File: src/rtl/axis_ramp_source.sv
`timescale 1ns/1ps
// axis_ramp_source: AXI-Stream master that emits finite frames of a byte ramp.
// Byte i of each beat is (base + i) mod 256, and base advances by the number
// of bytes per beat after every accepted beat. This lets a downstream checker
// predict every byte from the seed alone. Completed frames are counted, and
// each completion is flagged with a one-cycle done pulse.
module axis_ramp_source #(
  parameter int DATA_WIDTH = 32,
  parameter int LEN_WIDTH  = 16
) (
  input  logic                  axi_clk,
  input  logic                  axi_rst,
  input  logic                  start,
  input  logic [LEN_WIDTH-1:0]  frame_len,
  input  logic [7:0]            seed,
  output logic                  busy,
  output logic                  done,
  output logic [LEN_WIDTH-1:0]  frame_count,
  output logic                  m_axis_valid,
  input  logic                  m_axis_ready,
  output logic [DATA_WIDTH-1:0] m_axis_data,
  output logic                  m_axis_last
);

  localparam int BYTES = DATA_WIDTH / 8;

  typedef enum logic {
    IDLE = 1'b0,
    SEND = 1'b1
  } state_t;

  state_t                state, state_next;
  logic [LEN_WIDTH-1:0]  remaining, remaining_next;
  logic [7:0]            base, base_next;
  logic                  valid_next;
  logic [DATA_WIDTH-1:0] data_next;
  logic                  last_next;
  logic                  done_next;
  logic [LEN_WIDTH-1:0]  count_next;
  logic                  handshake;

  // Build one beat of the ramp starting at byte value b (byte 0 in the LSBs).
  function automatic logic [DATA_WIDTH-1:0] ramp(input logic [7:0] b);
    logic [DATA_WIDTH-1:0] r;
    r = '0;
    for (int i = 0; i < BYTES; i++) begin
      r[i*8 +: 8] = b + 8'(i);
    end
    return r;
  endfunction

  assign handshake = m_axis_valid & m_axis_ready;

  // State and all outputs are flops; reset abandons any frame in progress.
  always_ff @(posedge axi_clk or negedge axi_rst) begin
    if (!axi_rst) begin
      state        <= IDLE;
      remaining    <= '0;
      base         <= '0;
      m_axis_valid <= 1'b0;
      m_axis_data  <= '0;
      m_axis_last  <= 1'b0;
      busy         <= 1'b0;
      done         <= 1'b0;
      frame_count  <= '0;
    end else begin
      state        <= state_next;
      remaining    <= remaining_next;
      base         <= base_next;
      m_axis_valid <= valid_next;
      m_axis_data  <= data_next;
      m_axis_last  <= last_next;
      busy         <= (state_next == SEND);
      done         <= done_next;
      frame_count  <= count_next;
    end
  end

  // Next-state logic: accept a non-empty frame in IDLE, step the ramp on
  // each handshake in SEND, and close the frame after the last beat.
  always_comb begin
    state_next     = state;
    remaining_next = remaining;
    base_next      = base;
    valid_next     = m_axis_valid;
    data_next      = m_axis_data;
    last_next      = m_axis_last;
    done_next      = 1'b0;
    count_next     = frame_count;

    case (state)
      IDLE: begin
        if (start && (frame_len != '0)) begin
          state_next     = SEND;
          remaining_next = frame_len;
          base_next      = seed;
          valid_next     = 1'b1;
          data_next      = ramp(seed);
          last_next      = (frame_len == LEN_WIDTH'(1));
        end
      end
      SEND: begin
        if (handshake) begin
          if (remaining == LEN_WIDTH'(1)) begin
            state_next     = IDLE;
            remaining_next = '0;
            valid_next     = 1'b0;
            last_next      = 1'b0;
            done_next      = 1'b1;
            count_next     = frame_count + LEN_WIDTH'(1);
          end else begin
            remaining_next = remaining - LEN_WIDTH'(1);
            base_next      = base + 8'(BYTES);
            data_next      = ramp(base + 8'(BYTES));
            last_next      = (remaining == LEN_WIDTH'(2));
          end
        end
      end
      default: begin
        state_next = IDLE;
      end
    endcase
  end

endmodule

File: config.mk
export PLATFORM = sky130hd
export DESIGN_NAME = axis_ramp_source
export DESIGN_NICKNAME = d
export VERILOG_FILES = /design/src/rtl/axis_ramp_source.sv
export SDC_FILE = /design/constraint.sdc
export NUM_CORES = 1
export LEC_CHECK = 0
export ABC_AREA = 1
export ABC_CLOCK_PERIOD_IN_PS = 1890
export CAP_MARGIN = 10
export CORE_ASPECT_RATIO = 1.25
export CORE_MARGIN = 2
export CORE_UTILIZATION = 52
export CTS_BUF_LIST = sky130_fd_sc_hd__clkbuf_4 sky130_fd_sc_hd__clkbuf_8 sky130_fd_sc_hd__clkbuf_16
export DETAILED_ROUTE_END_ITERATION = 16
export PLACE_DENSITY = 0.9
export SETUP_SLACK_MARGIN = 0.2
export SYNTH_ARGS = -nofsm -noshare
export SYNTH_HDL_FRONTEND = slang
export SYNTH_SLANG_ARGS = --single-unit
File: constraint.sdc
create_clock -name axi_clk -period 1.89 [get_ports axi_clk]
set_input_delay 0.567 -clock axi_clk [delete_from_list [all_inputs] [get_ports axi_clk]]
set_output_delay 0.567 -clock axi_clk [all_outputs]
set_load 0.01 [all_outputs]
==> results.cfg, run 1 <==
[status]
status = complete, but fails checks
violations = setup timing

[floorplanning]
dieArea_um2 = 8660
die_h_um = 104
start_util_pct = 53.2
die_x_um = 83.6
coreArea_um2 = 7750
num_rows = 36
ioPinCount = 80

[timing]
rsz0062_at_grt = yes
tightest_slew_ps = 376
hold_viol = 0
period_minus_slack_ps = 1900
clock_skew_ps = 12.4
drv_slew = 0
max_freq_ghz = 0.526
fin_hold_ws_ps = 216
post-route-period-util_pct = 101
setup_ws_ps = -12.7
timing.slew.headroom_pct = 75.0
setup_viol = 1

[placement]
pre_cts_ws_ps = -393
io_buffer_count = 79
hpwl_um = 8030
placed_cell_area_um2 = 5240
gp_congestion = 0.865
place_inst = 740

[synthesis]
synth-simple-area-share_pct = 32.1
seq_area_frac_synth_pct = 41.3
synth.mux.area_fraction_pct = 0
ys_types = 33
synthesis.nets = 586
syn_avg_cell_area_um2 = 7.51
postSynthCellCount = 549
synth_xor_area_share_pct = 6.16
synth_compound_area_share_pct = 8.65
synth_warnings = 0
yosysTopAreaCellShare_pct = 41.3
synth.largest_area_cell = dfrtp_1
yosys_register_bits = 68
synth_top_family_by_area = simple AND/OR/NAND/NOR gates
syn_area_um2 = 4120
synthAdderAreaFrac_pct = 2.73
netlist_top_cells_area = dfrtp_1 41%, nand2_1 15%, nand3_1 5.5%

[routing]
ant_nets = 0
vias_per_cell = 6.05
drt_pre_antenna_iters = 6
drc_errors = 0
vias = 4940
totalWireLength_um = 16700
routedWlPerCell_um = 20.5
drtIter0Drc = 704

[global_routing]
grt_first_pass_wirelength_um = 21400
grt.total_usage_pct = 30.5
grt_pass1_vias = 4458
grt_max_degree = 69
antenna_found_initial = 0
grt_overflow = 0

[run]
cap_violations = 0

[worst_hold_path]
hold_class = in2async

[cells_and_area]
fin_area_um2 = 6380
antennaDiodeCount = 0
area_growth_syn_to_layout_pct = 54.9
drive_above_1_share_pct = 31.1
fill_cells = 412
regArea_um2 = 1710
multi_input_area_um2 = 2470
nets = 753
final_cells = 816
utilization_pct = 82.4

[setup_path]
crit_chain = buf_12 -> clkinv_8 -> nand2_4 -> o21ai_4 -> inv_2 -> ha_4 -> nand3_2 -> nand2_4 -> nand3_4 -> nor2_4 -> nand3_1 -> nand3_2 -> nand2_1
setup.reg_to_reg.worst_slack_ps = -10
critPathCapture = m_axis_data[31]
cp_slowest_stage_delay_ps = 370
rr_worst_depth = 13
reg2reg_to = m_axis_data[31]
startpoint = state
r2r-start = state
cp-end-kind = register
critPathTopFamily = simple AND/OR/NAND/NOR gates
path_max_fanout = 6
cp.required_ps = 2120
cp.depth = 13
start_kind = register
cp.arrival_ps = 2130
slowest_stage = dfrtp_1
critical_path_class = reg2reg
crit_buf_inv = 3

[clocking]
insertion_delay_ps = 360
numCtsBuffers = 9
numClockSinks = 68
cts_tree = yes
path_clk_slew_ps = 90
cts.htree.levels = 3
clockBufferDepth = 2
clockRootBuffer = clkbuf_8

[pwr]
power_leakage_uw = 0.00313
p_per_area_nw_per_um2 = 887
ir_drop_v = 0.000788
[worst min-delay path by stage]
stage / from / end / slack [ps] / depth (start not counted)
CTS: axi_rst / frame_count[8] / 240 / 2
finish: axi_rst / frame_count[9] / 220 / 2
global route: axi_rst / done / 250 / 2
floorplan: axi_rst / base[0] / 270 / 0
detailed placement: m_axis_data[30] / m_axis_data[30] / 470 / 2
global placement: base[0] / base[0] / 470 / 2
[power by group]
part           internal [uW]  leakage [uW]  total (uW)  switching [uW]
combinational           1090       0.00222        2540            1450
clock                    510     0.0000885        1140             630
sequential              1720      0.000821        1980             254
[area by class of cell]
class                           count  share of cell area (%)
Multi-Input combinational cell    408                    38.8
Sequential cell                    68                    26.7
Timing Repair Buffer              179                    26.3
Inverter                           50                    3.57
Clock buffer                       10                    2.16
Tap cell                           95                    1.86
Clock inverter                      6                   0.608
[flip-flops by register name, indices dropped and copies added, names as in the netlist]
register and cells:
m_axis_data 30, frame_count 16, remaining 16, base 2, done 1, m_axis_last 1, m_axis_valid 1, state 1
[kinds of logic (layout without fill, tap and decap cells)]
family | after synthesis | in the layout
buffers and inverters | 73 | 245
XOR/XNOR | 29 | 29
flip-flops | 68 | 68
AO/OA/AOI/OAI | 67 | 67
adder cells (fa/ha/maj) | 9 | 9
AND/OR/NAND/NOR | 303 | 303
[through the flow]
stage	TNS (ps)	power (uW)
after floorplan	0	2950
after global placement	-14060	3650
after detailed placement	-18120	3730
after CTS	0	4900
after global routing	-94.5	5850
final	-12.7	5660
[cells in the final DEF, fill, tap and decap left out, drive strengths merged]
cell type,n
xnor2,5
buf,102
dfrtp,68
nand2,176
nor3b,1
nor3,4
nand3,47
a22oi,3
inv,49
clkdlybuf4s15,1
a21oi,7
xor2,24
nor2,70
o21ai,53
ha,9
a21boi,1
dlymetal6s2s,2
clkbuf,10
clkinv,5
or2,2
o22ai,2
dlygate4sd2,67
nand4,3
clkdlybuf4s50,7
clkinvlp,2
a31oi,1
[Yosys cell counts]
| cell | instances |
|---|---|
| nor2_2 | 8 |
| nand2_1 | 167 |
| buf_8 | 1 |
| o21ai_0 | 27 |
| o22ai_1 | 2 |
| inv_4 | 1 |
| nand2_2 | 5 |
| nand3_4 | 1 |
| o21ai_2 | 2 |
| nand2_8 | 1 |
| o21ai_1 | 24 |
| nor3b_1 | 1 |
| dfrtp_1 | 68 |
| inv_2 | 3 |
| a21oi_1 | 7 |
| or2_2 | 2 |
| a21boi_0 | 1 |
| a22oi_1 | 3 |
| nand3_1 | 45 |
| buf_2 | 4 |
| nand3_2 | 1 |
| a31oi_1 | 1 |
| xor2_1 | 24 |
| nand4_1 | 3 |
| xnor2_1 | 5 |
| nor2_4 | 2 |
| buf_4 | 14 |
| ha_1 | 9 |
| buf_6 | 4 |
| nand2_4 | 3 |
| nor3_1 | 4 |
| inv_1 | 46 |
| nor2_1 | 60 |
[metal layers]
| metal | share of wire, % | vias up | track usage, % |
|---|---|---|---|
| met3 | 9.2 | 124 | 5.42 |
| met5 | 0 | - | 0 |
| met1 | 33 | 2343 | 34.9 |
| li1 | - | 2064 | - |
| met4 | 7.2 | 0 | 16.2 |
| met2 | 51 | 409 | 53.6 |
[repair_timing]
action,in CTS,in global routing
resized for setup,127,87
gates cloned,3,0
hold buffers,0,0
buffers inserted,32,25
pin swaps,31,38
endpoints found under the setup margin,109,55
Power figures use the tool's default switching activity.
==> run 2, diff against run 1 <==
PLACE_DENSITY = 0.77   (was 0.9)
==> results.cfg, run 2 (same netlist as run 1, synthesis figures left out) <==
[status]
status = complete, but fails checks
violations = setup timing

[setup_path]
crit_chain = inv_2 -> ha_1 -> nand2_2 -> nor2_4 -> nand2_4 -> buf_12 -> nand2_8 -> nand2_4 -> nand2_8 -> buf_12 -> buf_6 -> buf_16 -> nand2_1 -> o21ai_1
path_max_fanout = 5
slowest_stage = dfrtp_1
cp_slowest_stage_delay_ps = 430
cp.required_ps = 2180
cp-end-kind = register
cp.arrival_ps = 2290
critical_path_class = reg2reg
start_kind = register

[cells_and_area]
nets = 772
top_register = m_axis_data
layout_commonest_cell = nand2_1
top_regs = m_axis_data: 30 flops, frame_count: 16 flops, remaining: 16 flops
antennaDiodeCount = 0
mostFrequentLayoutCells = 131 x nand2_1, 82 x buf_4, 63 x dlygate4sd2_1
largest_reg_flops = 30
area_growth_syn_to_layout_pct = 64.2
fill_cells = 354
drive_above_1_share_pct = 36.9

[timing]
setup_ws_ps = -110
rsz0062_at_grt = yes
clock_skew_ps = 21.3
post-route-period-util_pct = 106
max_freq_ghz = 0.500
setup_viol = 13
hold_viol = 0
fin_hold_ws_ps = 199
tightest_slew_ps = 410
drv_slew = 0
period_minus_slack_ps = 2000
timing.slew.headroom_pct = 72.4

[routing]
drt_pre_antenna_iters = 7
drtIter0Drc = 559
vias_per_cell = 5.91
drc_errors = 0
ant_nets = 0
totalWireLength_um = 17200
routedWlPerCell_um = 20.7
vias = 4932

[pwr]
power_uw = 5760
ir_drop_v = 0.000762
p_per_area_nw_per_um2 = 851
power_leakage_uw = 0.00334
switching_share_pct = 41.7
combPwrFrac_pct = 45.6
switchingPower_uw = 2400
p_int_uw = 3360
clkPwrFrac_pct = 19.4
p_seq_share_pct = 35.0

[clocking]
cts.htree.levels = 3
numCtsBuffers = 9
cts_tree = yes
insertion_delay_ps = 370
clockRootBuffer = clkbuf_8
clockBufferDepth = 2
numClockSinks = 68
path_clk_slew_ps = 100

[placement]
io_buffer_count = 79
gp_congestion = 0.860
hpwl_um = 7750

[global_routing]
grt_overflow = 0
grt.total_usage_pct = 28.7
grt_pass1_vias = 4363
grt_first_pass_wirelength_um = 20200
grt_max_degree = 69
antenna_found_initial = 0

[floorplanning]
num_rows = 36
dieArea_um2 = 8660
start_util_pct = 53.2
die_x_um = 83.6
coreArea_um2 = 7750
die_h_um = 104
ioPinCount = 80

[run]
cap_violations = 0

[worst_hold_path]
hold_class = in2async
[run 2: path summary, 6_finish.rpt]
| check | cells past startpoint | from | endpoint | slack, ps |
|---|---|---|---|---|
| worst max-delay path | 14 | remaining[1] | m_axis_data[11] | -110 |
| worst min-delay path | 2 | axi_rst | m_axis_data[3] | 200 |
| worst max register to register | 14 | remaining[1] | m_axis_data[11] | -110 |
| worst min register to register | 2 | m_axis_data[22] | m_axis_data[22] | 490 |
| max in group asynchronous | 2 | axi_rst | remaining[12] | 1330 |
| min in group axi_clk | 2 | m_axis_data[22] | m_axis_data[22] | 490 |
[run 2: area by class of cell]
cell class | count | area (um2) | area share (%)
clock buffer | 10 | 131 | 1.94
clock inverter | 5 | 30.0 | 0.444
inverter | 50 | 215 | 3.18
multi-input combinational | 408 | 2640 | 39.0
sequential | 68 | 1710 | 25.3
tap | 95 | 119 | 1.76
timing repair buffer | 197 | 1910 | 28.3
timing repair inverter | 1 | 7.51 | 0.111
[run 2: critical path: cells and delay by family (launching register included)]
family                     cells  cell delay, ps
DFF                            1             430
AOI/OAI and AO/OA              1              90
buffers and inverters          5             600
adders and majority gates      1             200
and+or+nand+nor                7             600
[run 2: timing repair]
action | 4_1_cts | 5_1_grt
buffers inserted | 33 | 28
gates resized for setup | 133 | 152
endpoints found under the setup margin | 108 | 64
cloned | 5 | 4
hold endpoints to repair | 0 | 0
hold buffers | 0 | 0
pin swaps | 33 | 45
[run 2: layer usage]
layer	GRT usage, %	part of all wire (%)	vias to the layer above
li1	-	-	2107
met1	31.8	35	2324
met2	51.0	50	373
met3	4.46	7.4	128
met4	17.2	7.8	0
met5	0	0	-
[run 2: stage by stage]
step	cells	cell area (um2)	setup WS [ps]	utilization [%]	setup TNS, ps
after floorplan	549	4150	201	-	0
after global placement	749	5290	-333	68.2	-13590
after detailed placement	749	5290	-387	68.2	-17530
after CTS	802	5990	36.0	77.3	0
after global routing	834	6770	-109	87.4	-728
final	834	6770	-110	87.4	-458
[run 2: power groups by stage]
stage,Sequential [uW],Combinational [uW],Clock [uW]
3_5_place_dp,1980,1750,0
5_1_grt,2020,2760,1160
3_3_place_gp,1970,1710,0
2_1_floorplan,2000,955,0
6_report,2020,2630,1120
4_1_cts,1940,1890,1060
